===== src/rtl/aes_shift_mix_stage.sv =====
// aes_shift_mix_stage: registered AES round back-end.
// Applies ShiftRows, MixColumns and AddRoundKey to the SubBytes result and
// buffers the round result in a two-entry (main + skid) output store with a
// registered in_ready. Byte i of a 128-bit bus sits at bits [8i:8i+7], and
// the state is column-major (byte i -> row i%4, column i/4).
// Optional feature macro: AES_FINAL_ROUND_EN. When it is defined, in_last = 1
// at accept bypasses MixColumns. When it is undefined, in_last is ignored.
module aes_shift_mix_stage (
  input  logic         clk,
  input  logic         rst_n,
  input  logic         in_valid,
  output logic         in_ready,
  input  logic [0:127] in_state,
  input  logic [0:127] in_rkey,
  input  logic         in_last,
  output logic         out_valid,
  input  logic         out_ready,
  output logic [0:127] out_state
);

  typedef enum logic [1:0] {
    ST_EMPTY = 2'd0,
    ST_ONE   = 2'd1,
    ST_TWO   = 2'd2
  } fill_e;

  // Multiply by x in GF(2^8) using the AES reduction polynomial.
  function automatic logic [7:0] xtime(input logic [7:0] b);
    xtime = {b[6:0], 1'b0} ^ (b[7] ? 8'h1b : 8'h00);
  endfunction

  // Mix one column. col[31:24] holds row 0.
  function automatic logic [31:0] mix_column(input logic [31:0] col);
    logic [7:0] a0, a1, a2, a3;
    a0 = col[31:24];
    a1 = col[23:16];
    a2 = col[15:8];
    a3 = col[7:0];
    mix_column[31:24] = xtime(a0) ^ xtime(a1) ^ a1 ^ a2 ^ a3;
    mix_column[23:16] = a0 ^ xtime(a1) ^ xtime(a2) ^ a2 ^ a3;
    mix_column[15:8]  = a0 ^ a1 ^ xtime(a2) ^ xtime(a3) ^ a3;
    mix_column[7:0]   = xtime(a0) ^ a0 ^ a1 ^ a2 ^ xtime(a3);
  endfunction

  // Row r rotates left by r columns.
  function automatic logic [0:127] shift_rows(input logic [0:127] s);
    for (int c = 0; c < 4; c++) begin
      for (int r = 0; r < 4; r++) begin
        shift_rows[(c*4 + r)*8 +: 8] = s[(((c + r) % 4)*4 + r)*8 +: 8];
      end
    end
  endfunction

  // Apply MixColumns to each of the four columns.
  function automatic logic [0:127] mix_columns(input logic [0:127] s);
    for (int c = 0; c < 4; c++) begin
      mix_columns[c*32 +: 32] = mix_column(s[c*32 +: 32]);
    end
  endfunction

  fill_e        state_r, state_nxt_s;
  logic [0:127] main_r, main_nxt_s;
  logic [0:127] skid_r, skid_nxt_s;
  logic         in_ready_r;
  logic         out_valid_r;
  logic         skip_mix_s;
  logic [0:127] shifted_s;
  logic [0:127] result_s;
  logic         accept_s;
  logic         pop_s;

`ifdef AES_FINAL_ROUND_EN
  assign skip_mix_s = in_last;
`else
  // in_last stays on the port but has no effect in this build.
  logic unused_last_s;
  assign unused_last_s = in_last;
  assign skip_mix_s    = 1'b0;
`endif

  assign shifted_s = shift_rows(in_state);
  assign accept_s  = in_valid & in_ready_r;
  assign pop_s     = out_valid_r & out_ready;

  // Round datapath in front of the storage registers.
  always_comb begin
    result_s = 128'h0;
    if (skip_mix_s) begin
      result_s = shifted_s ^ in_rkey;
    end else begin
      result_s = mix_columns(shifted_s) ^ in_rkey;
    end
  end

  // Next-state and next-data for the main/skid store.
  always_comb begin
    state_nxt_s = state_r;
    main_nxt_s  = main_r;
    skid_nxt_s  = skid_r;
    case (state_r)
      ST_EMPTY: begin
        if (accept_s) begin
          state_nxt_s = ST_ONE;
          main_nxt_s  = result_s;
        end else begin
          state_nxt_s = ST_EMPTY;
        end
      end
      ST_ONE: begin
        if (accept_s && pop_s) begin
          state_nxt_s = ST_ONE;
          main_nxt_s  = result_s;
        end else if (accept_s) begin
          state_nxt_s = ST_TWO;
          skid_nxt_s  = result_s;
        end else if (pop_s) begin
          state_nxt_s = ST_EMPTY;
        end else begin
          state_nxt_s = ST_ONE;
        end
      end
      ST_TWO: begin
        // in_ready is low here, so only a pop can change anything.
        if (pop_s) begin
          state_nxt_s = ST_ONE;
          main_nxt_s  = skid_r;
        end else begin
          state_nxt_s = ST_TWO;
        end
      end
      default: begin
        state_nxt_s = ST_EMPTY;
      end
    endcase
  end

  // State, storage and registered handshake flags.
  always_ff @(posedge clk or negedge rst_n) begin
    if (!rst_n) begin
      state_r     <= ST_EMPTY;
      main_r      <= 128'h0;
      skid_r      <= 128'h0;
      in_ready_r  <= 1'b1;
      out_valid_r <= 1'b0;
    end else begin
      state_r     <= state_nxt_s;
      main_r      <= main_nxt_s;
      skid_r      <= skid_nxt_s;
      in_ready_r  <= (state_nxt_s != ST_TWO);
      out_valid_r <= (state_nxt_s != ST_EMPTY);
    end
  end

  assign in_ready  = in_ready_r;
  assign out_valid = out_valid_r;
  assign out_state = main_r;

endmodule

===== config.mk =====
export PLATFORM = sky130hd
export DESIGN_NAME = aes_shift_mix_stage
export DESIGN_NICKNAME = d
export VERILOG_FILES = /design/src/rtl/aes_shift_mix_stage.sv
export SDC_FILE = /design/constraint.sdc
export NUM_CORES = 1
export LEC_CHECK = 0
export CAP_MARGIN = 20
export CORE_ASPECT_RATIO = 1.25
export CORE_UTILIZATION = 46
export DETAILED_ROUTE_END_ITERATION = 6
export MAX_ROUTING_LAYER = met4
export PLACE_DENSITY = 0.84
export SETUP_SLACK_MARGIN = 0.15
export SKIP_CTS_REPAIR_TIMING = 1
export SYNTH_ARGS = -nofsm -noshare
export SYNTH_HDL_FRONTEND = slang
export SYNTH_SLANG_ARGS = --single-unit

===== constraint.sdc =====
create_clock -name clk -period 2.1 [get_ports clk]
set_input_delay 0.21 -clock clk [delete_from_list [all_inputs] [get_ports clk]]
set_output_delay 0.21 -clock clk [all_outputs]
set_load 0.02 [all_outputs]

==> impl_metrics.ini <==
[cts]
insertion_delay_ns = 0.54
cts_tree = done
root_buffer = clkbuf_16
cts_buffers = 27
cts.sinks = 260
path_clk_slew_ns = 0.06
clock_path_buffers = 3
htreeDepth = 1

[synthesis]
synth_top_area_cell = dfrtp_1
avgSynthCellArea_um2 = 10.12
synth.top_cell.area_share_pct = 41.14
synth_seq_cells = 260
synth_ff_type = dfrtp_1
synthTopCellsByArea = dfrtp_1, xnor2_1, mux2_2, o21ai_0, xor2_1
synth_seq_area_share_pct = 41.31
synthTopCellsByCount = xnor2_1, dfrtp_1, o21ai_0, nand2_1, nor2_1
synthArstFlopShare_pct = 100.0
syn_nets = 1817
synth_enable_flop_cells = 0
syn_inst = 1556
yosysUniqueCellTypes = 28
netlist_area_um2 = 15750
yosysMostFrequentCell = xnor2_1
ys_warn_count = 0

[cells_and_area]
drive_above_1_share_pct = 12.78
regArea_um2 = 6507
fillCellCount = 2648
multi_input_area_um2 = 8830
design_area_um2 = 21400
final_util_pct = 63.71
layout.nets = 2221
area_growth_pct = 35.88

[sta]
clock_skew_ns = 0.008012
period_share_pct = 86.97
tightestPinTransition_ns = 0.6081
rsz0062_at_grt = true
period_needed_ns = 1.826
finalHoldViolCount = 0
max_freq_mhz = 547.5
maxSlewViolCount = 0
setup_violations = 0
slew_headroom_pct = 59.46

[global_route]
grt_pass1_wl_mm = 71.30
globalRoute.totalOverflow = 0
grt_pass1_vias = 13072
grt_antenna_before_repair = 2
grt_usage_pct = 26.63
grt_max_degree = 131

[detailed_routing]
drtPass1Iterations = 5
drt-initial-drc-count = 912
wl_per_cell_um = 18.89
wl_mm = 45.43
drc = 0
vias = 12621
ant_nets = 0
via_per_inst = 5.248

[critical_path]
worst-path-max-fanout = 64
r2r_cells = 6
reg2reg_from = state_r[1]$_DFF_PN0_
path_cells = nand3b_4 -> a21o_1 -> o21ai_4 -> buf_12 -> o21ai_0 -> o21ai_0
arrival_ns = 2.27
crit_top_cell = o21ai_0
critPathCaptureType = flop
r2r-end = out_state[94]$_DFFE_PN0P_
crit_type = reg -> reg
cpPeakStageDelay_ns = 0.47
critPathLaunchType = flop
r2r_slack_ns = 0.27
slowest_stage = dfrtp_1
critPathRequiredTime_ns = 2.55

[die]
core_um2 = 33590
pin_count = 391
die_h_um = 208.9
dieArea_um2 = 34990
die_w_um = 167.5
rows = 75
start_util_pct = 46.89

[power_and_ir_drop]
finalPower_w = 0.02743
leakage_nw = 8.473
cellPowerDensity_nw_per_um2 = 1282
ir_drop_v = 0.0007861

[min_path]
min_path_type = in -> async

[placed_design]
gp_congestion = 0.9338
dp_hpwl_mm = 32.95
numPortBuffers = 389
post_dp_cell_area_um2 = 20470

[flow_run]
max-cap-violations = 0

[status]
outcome = finished clean
## area by class of cell
type	count	area share, %
Multi-Input combinational cell	1210	41.25
Sequential cell	260	30.40
Timing Repair Buffer	461	21.58
Clock buffer	39	3.554
Tap cell	423	2.473
Clock inverter	10	0.7132
Antenna cell	2	0.02338
## layout by cell type (no fill, tap or decap), drive strengths merged, types with 2 or more instances in the layout
cell           synthesis  layout
nor2                 129     129
clkdlybuf4s50          0     387
bufinv                 0       4
dfrtp                259     259
o21ai                259     259
clkinv                 0       5
o21a                   2       2
xnor2                454     454
buf                   59      72
xor2                  88      88
diode                  0       2
xnor3                  9       9
clkbuf                27      39
nand2                133     133
mux2                 128     128
nand3                  2       2
## registers in the layout (all words and copies together), names as in the netlist
register and cells:
skid_r 128, out_state 128, state_r 2, in_ready 1, out_valid 1
## per-stage QoR
stage               setup TNS (ns)  hold WS (ns)  instances  setup slack (ns)
finish                           0        0.2497       2405            0.2736
global route                     0        0.2902       2405            0.1430
CTS                              0       -0.3282       2401            0.1530
detailed placement        -0.01990        0.2421       2352          -0.01990
global placement                 0        0.2362       2352           0.02771
floorplan                        0      -0.08559       1556            0.4251
## how the worst max path moves through the flow
stage                                    start                         end  slack [ns]
after floorplan             in_ready$_DFF_PN1_     skid_r[100]$_DFFE_PN0P_        0.43
after global placement            in_state[48]  out_state[110]$_DFFE_PN0P_        0.03
after detailed placement           in_state[0]    out_state[4]$_DFFE_PN0P_       -0.02
after CTS                   in_ready$_DFF_PN1_                    in_ready        0.15
after global routing      state_r[1]$_DFF_PN0_   out_state[94]$_DFFE_PN0P_        0.14
final                     state_r[1]$_DFF_PN0_   out_state[94]$_DFFE_PN0P_        0.27
## kinds of logic after synthesis
family                    after synthesis  synth area share (%)
AOI/OAI and AO/OA                     263                 8.443
xor gates and xnor gates              551                 31.64
buffers and inverters                  86                 2.859
DFF                                   260                 41.31
muxes                                 128                 9.150
and+or+nand+nor                       268                 6.600
## worst max-delay path, delay by kind of cell, from the launching register on
kind | cells | cell delay (ns)
buf+inv | 1 | 0.28
simple gates | 1 | 0.22
flops | 1 | 0.47
compound gates | 4 | 0.70
## where the power goes
group          switching (W)  internal, W
clock network        0.00202      0.00300
logic                0.00711      0.00633
registers            0.00139      0.00758
## layer usage
metal | vias up | part of all wire (%) | global-route usage, %
met5 | - | 0 | -
met3 | 114 | 5.5 | 3.239
met1 | 6161 | 39 | 31.48
li1 | 5867 | - | -
met4 | 0 | 4.8 | 12.31
met2 | 479 | 50 | 45.23
No activity file was read; power rests on OpenSTA's default activity.
